--- src/rtl/face_scan_core_p.sv ---
`default_nettype none
// ============================================================================
// face_scan_core_p : multi-scale staged Haar face-window scanner over an
// integral-image tile read through a synchronous RAM port.   Rev 1.0
// ============================================================================
module face_scan_core_p #(
  parameter int DATA_W     = 32,
  parameter int ADDR_W     = 17,
  parameter int TILE_W     = 96,
  parameter int NUM_SCALES = 6,
  parameter int MIN_FW     = 16
) (
  input  logic              clk,
  input  logic              reset,
  input  logic              start,
  input  logic [7:0]        thr_eye_lo,
  input  logic [7:0]        thr_eye_hi,
  input  logic [7:0]        thr_cheek,
  input  logic [7:0]        thr_nose,
  input  logic [7:0]        thr_side,
  input  logic [7:0]        thr_mouth,
  output logic              mem_rd,
  output logic [ADDR_W-1:0] mem_addr,
  input  logic [DATA_W-1:0] mem_rdata,
  output logic              det_valid,
  input  logic              det_ready,
  output logic [15:0]       det_x,
  output logic [15:0]       det_y,
  output logic [2:0]        det_scale,
  output logic              busy,
  output logic              done,
  output logic [31:0]       win_count
);
  localparam int          SW    = DATA_W + 2;
  localparam int          PW    = DATA_W + 10;
  localparam logic [15:0] TMAX  = 16'(TILE_W - 1);
  localparam logic [2:0]  KLAST = 3'(NUM_SCALES - 1);

  localparam logic [3:0] S_IDLE    = 4'd0;
  localparam logic [3:0] S_LATCH   = 4'd1;
  localparam logic [3:0] S_CHECK   = 4'd2;
  localparam logic [3:0] S_FETCH   = 4'd3;
  localparam logic [3:0] S_EVAL    = 4'd4;
  localparam logic [3:0] S_EMIT    = 4'd5;
  localparam logic [3:0] S_ADVANCE = 4'd6;
  localparam logic [3:0] S_FINISH  = 4'd7;

  logic [3:0]           state_q, state_d;
  logic [15:0]          x_q, x_d, y_q, y_d;
  logic [2:0]           k_q, k_d, r_q, r_d;
  logic [1:0]           p_q, p_d;
  logic signed [SW-1:0] acc_q, acc_d;
  logic [31:0]          win_q, win_d;
  logic [7:0]           elo_q, ehi_q, chk_q, nos_q, sid_q, mth_q;

  logic [15:0] fw_tab [8];
  logic [15:0] fh_tab [8];
  logic [15:0] es_tab [8];

  for (genvar g = 0; g < 8; g++) begin : g_scale
    localparam int FW = MIN_FW + g * (MIN_FW / 2);
    assign fw_tab[g] = 16'(FW);
    assign fh_tab[g] = 16'(FW / 6);
    assign es_tab[g] = 16'(FW / 5);
  end

  logic [15:0] w_fw, w_fh, w_es;
  logic        w_scale_ok;
  assign w_fw       = fw_tab[k_q];
  assign w_fh       = fh_tab[k_q];
  assign w_es       = es_tab[k_q];
  assign w_scale_ok = (w_fw <= TMAX) && (w_fh != 16'd0) && ((w_fh << 2) <= TMAX);

  // Rectangle r_q of the cascade: 0 eye, 1 cheek, 2 nose, 3/4 side eyes, 5/6 mouth bands
  logic [15:0] w_x0, w_x1, w_y0, w_y1;
  always_comb begin
    w_x0 = x_q;
    w_x1 = x_q + w_fw;
    w_y0 = y_q;
    w_y1 = y_q + w_fh;
    case (r_q)
      3'd1: begin w_y0 = y_q + w_fh; w_y1 = y_q + (w_fh << 1); end
      3'd2: begin w_x0 = x_q + (w_es << 1); w_x1 = x_q + w_fw - (w_es << 1); end
      3'd3: w_x0 = x_q + w_fw - (w_es << 1);
      3'd4: w_x1 = x_q + (w_es << 1);
      3'd5: begin
        w_x0 = x_q + (w_es << 1);
        w_x1 = x_q + w_fw - (w_es << 1);
        w_y0 = y_q + (w_fh << 1);
        w_y1 = y_q + 16'(3) * w_fh;
      end
      3'd6: begin
        w_x0 = x_q + (w_es << 1);
        w_x1 = x_q + w_fw - (w_es << 1);
        w_y0 = y_q + 16'(3) * w_fh;
        w_y1 = y_q + (w_fh << 2);
      end
      default: ;
    endcase
  end

  logic [15:0] w_cx, w_cy;
  always_comb begin
    case (p_q)
      2'd0:    begin w_cx = w_x1; w_cy = w_y1; end
      2'd1:    begin w_cx = w_x0; w_cy = w_y1; end
      2'd2:    begin w_cx = w_x1; w_cy = w_y0; end
      default: begin w_cx = w_x0; w_cy = w_y0; end
    endcase
  end

  logic [ADDR_W-1:0] w_addr;
  assign w_addr = ADDR_W'(w_cy) * ADDR_W'(TILE_W) + ADDR_W'(w_cx);

  // Mean tests become S versus T*A so no divider is needed
  logic signed [SW-1:0] w_rd, w_sum;
  logic signed [PW-1:0] w_sum_x, w_pa, w_pb;
  logic [31:0]          w_area;
  logic [7:0]           w_ta;
  logic                 w_pass;
  assign w_rd    = $signed({2'b00, mem_rdata});
  assign w_sum   = acc_q + w_rd;
  assign w_sum_x = PW'(w_sum);
  assign w_area  = 32'(w_x1 - w_x0) * 32'(w_y1 - w_y0);
  assign w_pa    = $signed(PW'(w_ta) * PW'(w_area));
  assign w_pb    = $signed(PW'(ehi_q) * PW'(w_area));

  always_comb begin
    case (r_q)
      3'd0:       w_ta = elo_q;
      3'd1:       w_ta = chk_q;
      3'd2:       w_ta = nos_q;
      3'd3, 3'd4: w_ta = sid_q;
      default:    w_ta = mth_q;
    endcase
  end

  always_comb begin
    case (r_q)
      3'd0:       w_pass = (w_sum_x > w_pa) && (w_sum_x < w_pb);
      3'd1, 3'd2: w_pass = w_sum_x > w_pa;
      3'd3, 3'd4: w_pass = w_sum_x < w_pa;
      default:    w_pass = w_sum_x <= w_pa;
    endcase
  end

  always_comb begin
    state_d = state_q;
    x_d     = x_q;
    y_d     = y_q;
    k_d     = k_q;
    r_d     = r_q;
    p_d     = p_q;
    acc_d   = acc_q;
    win_d   = win_q;
    case (state_q)
      S_IDLE: if (start) state_d = S_LATCH;
      S_LATCH: begin
        win_d   = 32'd0;
        k_d     = 3'd0;
        x_d     = 16'd0;
        y_d     = 16'd0;
        state_d = S_CHECK;
      end
      S_CHECK: begin
        r_d = 3'd0;
        p_d = 2'd0;
        if (w_scale_ok)          state_d = S_FETCH;
        else if (k_q == KLAST)   state_d = S_FINISH;
        else                     k_d     = k_q + 3'd1;
      end
      S_FETCH: begin
        p_d = p_q + 2'd1;
        case (p_q)
          2'd0:    acc_d = '0;
          2'd1:    acc_d = acc_q + w_rd;
          default: acc_d = acc_q - w_rd;
        endcase
        if (p_q == 2'd3) state_d = S_EVAL;
      end
      S_EVAL: begin
        p_d = 2'd0;
        if (w_pass) begin
          if (r_q >= 3'd5) state_d = S_EMIT;
          else begin
            r_d     = r_q + 3'd1;
            state_d = S_FETCH;
          end
        end else if (r_q == 3'd5) begin
          r_d     = 3'd6;
          state_d = S_FETCH;
        end else begin
          state_d = S_ADVANCE;
        end
      end
      S_EMIT: if (det_ready) state_d = S_ADVANCE;
      S_ADVANCE: begin
        win_d   = win_q + 32'd1;
        r_d     = 3'd0;
        p_d     = 2'd0;
        state_d = S_FETCH;
        if (x_q + w_fw == TMAX) begin
          x_d = 16'd0;
          y_d = y_q + 16'd1;
          if (y_q + 16'd1 + (w_fh << 2) > TMAX) begin
            y_d = 16'd0;
            if (k_q == KLAST) state_d = S_FINISH;
            else begin
              k_d     = k_q + 3'd1;
              state_d = S_CHECK;
            end
          end
        end else begin
          x_d = x_q + 16'd1;
        end
      end
      S_FINISH: state_d = S_IDLE;
      default:  state_d = S_IDLE;
    endcase
  end

  always_ff @(posedge clk) begin
    if (reset) begin
      state_q <= S_IDLE;
      x_q     <= 16'd0;
      y_q     <= 16'd0;
      k_q     <= 3'd0;
      r_q     <= 3'd0;
      p_q     <= 2'd0;
      acc_q   <= '0;
      win_q   <= 32'd0;
    end else begin
      state_q <= state_d;
      x_q     <= x_d;
      y_q     <= y_d;
      k_q     <= k_d;
      r_q     <= r_d;
      p_q     <= p_d;
      acc_q   <= acc_d;
      win_q   <= win_d;
    end
  end

  always_ff @(posedge clk) begin
    if (reset) begin
      elo_q <= 8'd0; ehi_q <= 8'd0; chk_q <= 8'd0;
      nos_q <= 8'd0; sid_q <= 8'd0; mth_q <= 8'd0;
    end else if (state_q == S_LATCH) begin
      elo_q <= thr_eye_lo; ehi_q <= thr_eye_hi; chk_q <= thr_cheek;
      nos_q <= thr_nose;   sid_q <= thr_side;   mth_q <= thr_mouth;
    end
  end

  assign mem_rd    = (state_q == S_FETCH);
  assign mem_addr  = mem_rd ? w_addr : '0;
  assign det_valid = (state_q == S_EMIT);
  assign det_x     = x_q;
  assign det_y     = y_q;
  assign det_scale = k_q;
  assign busy      = (state_q != S_IDLE) && (state_q != S_FINISH);
  assign done      = (state_q == S_FINISH);
  assign win_count = win_q;

endmodule
`default_nettype wire

--- config.mk ---
export PLATFORM = sky130hd
export DESIGN_NAME = face_scan_core_p
export DESIGN_NICKNAME = d
export VERILOG_FILES = /design/src/rtl/face_scan_core_p.sv
export SDC_FILE = /design/constraint.sdc
export NUM_CORES = 2
export LEC_CHECK = 0
export ABC_AREA = 0
export CAP_MARGIN = 20
export CORE_ASPECT_RATIO = 0.9
export CORE_MARGIN = 2
export CORE_UTILIZATION = 38
export CTS_BUF_LIST = sky130_fd_sc_hd__clkbuf_8 sky130_fd_sc_hd__clkbuf_16
export DETAILED_ROUTE_END_ITERATION = 10
export GPL_TIMING_DRIVEN = 0
export SLEW_MARGIN = 20
export SYNTH_ARGS = -nofsm -noshare
export SYNTH_HDL_FRONTEND = slang
export SYNTH_SLANG_ARGS = --single-unit
--- constraint.sdc ---
create_clock -name clk -period 21.3 [get_ports clk]
set_input_delay 4.26 -clock clk [delete_from_list [all_inputs] [get_ports clk]]
set_output_delay 4.26 -clock clk [all_outputs]
set_load 0.01 [all_outputs]
# Word-level counts from Yosys, hierarchy flattened
# Memories as Yosys holds them, arrays and structs flattened.
# Index checks and enable logic that the tools add are counted.
# op_classes
n_addsub	19
multipliers	5
magnitude_cmp	9
n_eq_ne	28
muxes	44
bitwise	1
reduce_logical	24
# ops
cell	n
$mux 16	9
$pmux 16 s2	4
$add 16x16->16	7
$pmux 16 s3	2
$lt 34x41->1	2
$mul 8x32->40	2
$pmux 34 s2	1
$pmux 32 s2	1
$gt 34x41->1	1
$le 34x41->1	1
$mux 3	12
$add 34x33->34	1
$sub 16x16->17	2
$sub 34x33->34	1
$add 16x1->16 const B	2
$add 32x1->32 const B	1
$le 16x7->1 const B	2
$mul 17x17->32	1
$pmux 8 s4	1
$mux 15	2
$pmux 4 s7	1
$mux 4	6
$add 17x16->17	1
$mux 17	1
other kinds (39)	66
# totals
reg_bits	158
rom_bits	384
input_bits	84
out_inout_bits	88
word_cells	147
n_memories	3
# memory_table
memory	depth	word_bits	read_ports	rd_clocked_by_memory_dff	wr	line	source
(name not given)	8	16	1	0	0	71	assign w_es = es_tab[k_q];
(name not given)	8	16	1	0	0	70	assign w_fh = fh_tab[k_q];
(name not given)	8	16	1	0	0	69	assign w_fw = fw_tab[k_q];

# Depth between registers and ports, before layout
# depth
ltp_word	15
depth_mapped	82
mapped_depth_nobuf	80

# Worst setup path before layout
# OpenSTA, ideal clock, no wires.
# synth_path
path_type	register to register
startpoint	register k_q[1], in the netlist det_scale[1]
endpoint	register state_q[2]
setup_time_ns	0.073
arrival_time_ns	17.612
required_time_ns	21.227
path_slack_ns	3.615
path_stages_with_launch	77
n_path_buf	3
synth_period_minus_slack_ns	17.685
cell_sequence	dfxtp_1 > inv_1 > ha_1 > o21ai_0 > inv_1 > ha_1 > ha_1 > a21o_1 > ha_1 > a21o_1 > a21oi_1 > o21bai_1 > a21oi_1 > nand2_1 > o21ai_0 > xnor2_1 > o221ai_1 > ha_1 > [41 not listed] > o21bai_1 > a221oi_1 > o21ai_0 > a21oi_1 > nor2b_1 > o21ai_0 > nand2b_1 > a21oi_1 > xnor2_1 > ha_1 > o211ai_1 > a31oi_1 > o2111a_1 > and4b_1 > mux2i_1 > o2bb2ai_2 > or4_1 > o211ai_2
# synth_via
elab_chain_cells	15
elab_cells_between_ends	50
cone_classes	10 x add/sub; 4 x mul; 7 x order compare; 3 x eq/ne; 17 x mux; 1 x bitwise; 5 x reduce/logical; 3 x memory
# synth_rtl
element	line	source
start: declaration	50	logic [2:0] k_q, k_d, r_q, r_d;
start signal: assignment	236	k_q <= k_d;
$not 3->4 (implied by the code)	69, 70, 71	
$mem_v2 8x16 (on tied branches)	n/a	
$mux 16 (on tied branches) (2 in series)	70, 69	
$mul 2x16->16 or $add 16x16->16 (tied branches)	n/a	
$add 16x16->16 or $sub 16x16->16 (tied branches)	n/a	
$pmux 16 s3 or $pmux 16 s2 (tied branches)	81	case (r_q)
$sub 16x16->17	124	assign w_area = 32'(w_x1 - w_x0) * 32'(w_y1 - w_y0);
$mul 17x17->32	124	
$mul 8x32->40 (on tied branches)	125, 126	
$gt 34x41->1 or $lt 34x41->1 (tied branches)	140, 141	
$logic_and 1x1->1	140	3'd0: w_pass = (w_sum_x > w_pa) && (w_sum_x < w_pb);
$pmux 1 s3	139	case (r_q)
$mux 4	183	if (w_pass) begin
$pmux 4 s7	156	case (state_q)
end signal: assignment	233	state_q <= state_d;
end: declaration	48	logic [3:0] state_q, state_d;
# Several ways; a longest one is shown, not always the timed one. The select of a mux whose other input is x is not followed.
# A chain may end at the register's enable or synchronous reset.

# Final worst setup path
# layout_path
startpoint	register k_q[1], in the netlist det_scale[1]
endpoint	register state_q[0]
# The elaborated chain is that of the path after synthesis.

==> metrics.cfg <==
[worst_setup_path]
cp_num_buf_inv=13
critPathTopFamily=adder cells
worstPathMaxFanout=10
cp_slowest_cell=fa_1
worstSetupEndpointType=flip-flop
max_stage_delay_ps=590
critical_path_class=flip-flop to flip-flop
worstPathArrival_ps=20500
crit_path_start_kind=flip-flop
required_ps=21680

[clocking]
h-tree-depth=4
path_clk_slew_ps=80
hold_buffers=0
cts_root_buf=clkbuf_16
clock_path_buffers=2
cts_tree=yes
worstSkewPairLatency_ps=480
cts_sinks=157
numCtsBuffers=17

[floorplanning]
die_h_um=327.4
die_area_um2=119000
coreArea_um2=115200
die_w_um=363.4
num_rows=118
io_pins=172
start_util=0.3835

[finish]
nFillCells=11770
ff_latch_area_um2=3143
area_delta_synth_final_pct=9.686
layout-drive-gt1-share=0.02567
fin_nets=6953
final_cell_mix=inv_1, nand2_1, fa_1
layout_commonest_cell=inv_1
multi_input_area_um2=37190

[yosys]
syn_area_um2=44170
synth_cell_types=100
postSynthAreaPerCell_um2=7.884
synth.net_count=6763
synth_ff_type=dfxtp_1
synth_edf_count=0
postSynthCellCount=5602
synth_warnings=0
synthArstFlopShare=0
ys_seq_area_frac=0.07116
ys_seq_elements=157

[timing]
period_needed_ps=20120
max_freq_mhz=49.71
setup_ws_ps=1182
finClkSkew_ps=18.89
whs_ps=460.3
tightest_slew_ps=1240
fin_crit_sh=0.9445
setup_viol=0
slew_headroom=0.1736
maxSlewViolCount=0
hold_violations=0

[placed_design]
port_buffers=170
dp_hpwl_um=126600
place_congestion=0.9771
dp_slack_ps=124.5

[grt]
grt_use_met2=0.3977
grt_use_total=0.2544
grt_pass1_vias=39740
grt_use_met1=0.3581
antenna_found_initial=9
grt_first_pass_wirelength_um=234600
grt_start_max_net_pins=17
met3_usage=0.04954
busiest_layer=met2
overflow=0

[detailed_routing]
vias_per_cell=5.557
vias=40630
drtIter0Drc=4036
antenna_left=0
wire_per_inst_um=20.74
dr.pass1.iters=6
wirelength_um=151600
drc=0

[run_status]
status=finished, final reports clean

[min_path]
hold_path.class=flip-flop to flip-flop

[job]
drv_cap=0

cells in the mapped netlist, types with 6 or more instances:
| master | number | area share |
|---|---|---|
| inv_1 | 775 | 0.066 |
| nand2_1 | 668 | 0.057 |
| fa_1 | 630 | 0.29 |
| nor2_1 | 533 | 0.045 |
| ha_1 | 447 | 0.13 |
| a21oi_1 | 388 | 0.044 |
| clkbuf_1 | 212 | 0.018 |
| and2_1 | 200 | 0.028 |
| xnor2_1 | 181 | 0.036 |
| o21ai_0 | 176 | 0.020 |
| dfxtp_1 | 157 | 0.071 |
| nand3_1 | 117 | 0.013 |
| xor2_1 | 116 | 0.023 |
| a21o_1 | 99 | 0.017 |
| nor3_1 | 76 | 0.0086 |
| nor2b_1 | 62 | 0.0088 |
| nand2b_1 | 50 | 0.0071 |
| o21a_1 | 50 | 0.0085 |
| nand4_1 | 49 | 0.0069 |
| a211oi_1 | 48 | 0.0082 |
| o21bai_1 | 41 | 0.0070 |
| mux2i_1 | 36 | 0.0082 |
| a31oi_1 | 31 | 0.0044 |
| and3_1 | 29 | 0.0041 |
| o22ai_1 | 29 | 0.0041 |
| a22oi_1 | 28 | 0.0048 |
| or2_2 | 28 | 0.0040 |
| a221oi_1 | 26 | 0.0052 |
| o211ai_1 | 23 | 0.0039 |
| buf_1 | 22 | 0.0019 |
| o221ai_1 | 19 | 0.0038 |
| or3_1 | 18 | 0.0025 |
| a221o_1 | 16 | 0.0036 |
| o21ai_1 | 16 | 0.0018 |
| buf_2 | 13 | 0.0015 |
| nor4_1 | 12 | 0.0017 |
| o31ai_1 | 12 | 0.0020 |
| a211o_1 | 10 | 0.0020 |
| mux2_2 | 9 | 0.0023 |
| nand3b_1 | 9 | 0.0015 |
| a311oi_1 | 7 | 0.0014 |
| a31o_2 | 6 | 0.0012 |
| and4_1 | 6 | 0.0012 |
| o2111ai_1 | 6 | 0.0012 |
flip-flops by register name, summed over array words and instances (netlist names):
| signal | cells |
|---|---|
| acc_q | 34 |
| win_count | 32 |
| det_x | 16 |
| det_y | 16 |
| chk_q | 8 |
| ehi_q | 8 |
| elo_q | 8 |
| mth_q | 8 |
| nos_q | 8 |
| sid_q | 8 |
| det_scale | 3 |
| r_q | 3 |
| state_q | 3 |
| p_q | 2 |
final cells by class:
class / instances / area share
Multi-Input combinational cell: 4412 / 0.7676
Sequential cell: 157 / 0.06488
Inverter: 782 / 0.06059
Tap cell: 1500 / 0.03874
Timing Repair Buffer: 171 / 0.03528
Buffer: 251 / 0.02053
Clock buffer: 17 / 0.008781
Clock inverter: 14 / 0.003280
Antenna cell: 6 / 0.0003099
cell families after synthesis:
family                     count (synthesis)  share of synthesized area
xor gates and xnor gates                 299                    0.05963
DFF                                      157                    0.07116
adders and majority gates               1077                     0.4122
AOI/OAI and AO/OA                       1105                     0.1613
buffers and inverters                   1033                    0.08876
muxes                                     46                    0.01071
and+or+nand+nor                         1885                     0.1962
path summary, 6_finish.rpt:
kind,start,to,slack [ps],cells past startpoint
setup reg to reg,det_scale[1]$_SDFFE_PP0P_,state_q[0]$_SDFFE_PP0P_,1180,79
hold / removal,elo_q[3]$_SDFFE_PP0P_,elo_q[3]$_SDFFE_PP0P_,460,2
setup / recovery,det_scale[1]$_SDFFE_PP0P_,state_q[0]$_SDFFE_PP0P_,1180,79
hold reg to reg,elo_q[3]$_SDFFE_PP0P_,elo_q[3]$_SDFFE_PP0P_,460,2
stage by stage:
stage / setup TNS [ps] / util / instances / cell area (um^2)
6_report: 0 / 0.4207 / 7310 / 48440
5_1_grt: -19.76 / 0.4206 / 7305 / 48430
4_1_cts: 0 / 0.4200 / 7304 / 48360
3_5_place_dp: 0 / 0.4149 / 7273 / 47780
3_3_place_gp: -337.3 / 0.4146 / 7272 / 47740
2_1_floorplan: 0 / - / 5602 / 44170
layer usage:
layer / share of wire / up-vias
met5: 0.000086 / -
met4: 0.030 / 2
met1: 0.44 / 19950
met3: 0.091 / 244
met2: 0.44 / 1691
li1: - / 18740
what timing repair did:
action	in CTS	in global routing
resized for setup	0	12
endpoints found under the hold margin	0	0
endpoints found under the setup margin	0	6
buffers inserted	0	0
tightest hold or removal path: cells and delay by family, from the launching register on:
family | cells | cell delay (ps)
flip-flops | 1 | 310
AND/OR/NAND/NOR | 1 | 50
AO/OA/AOI/OAI | 1 | 50
Power is left out: the tool's default activity adds up to more than one toggle a clock period on the data nets, which glitch-free logic cannot reach.
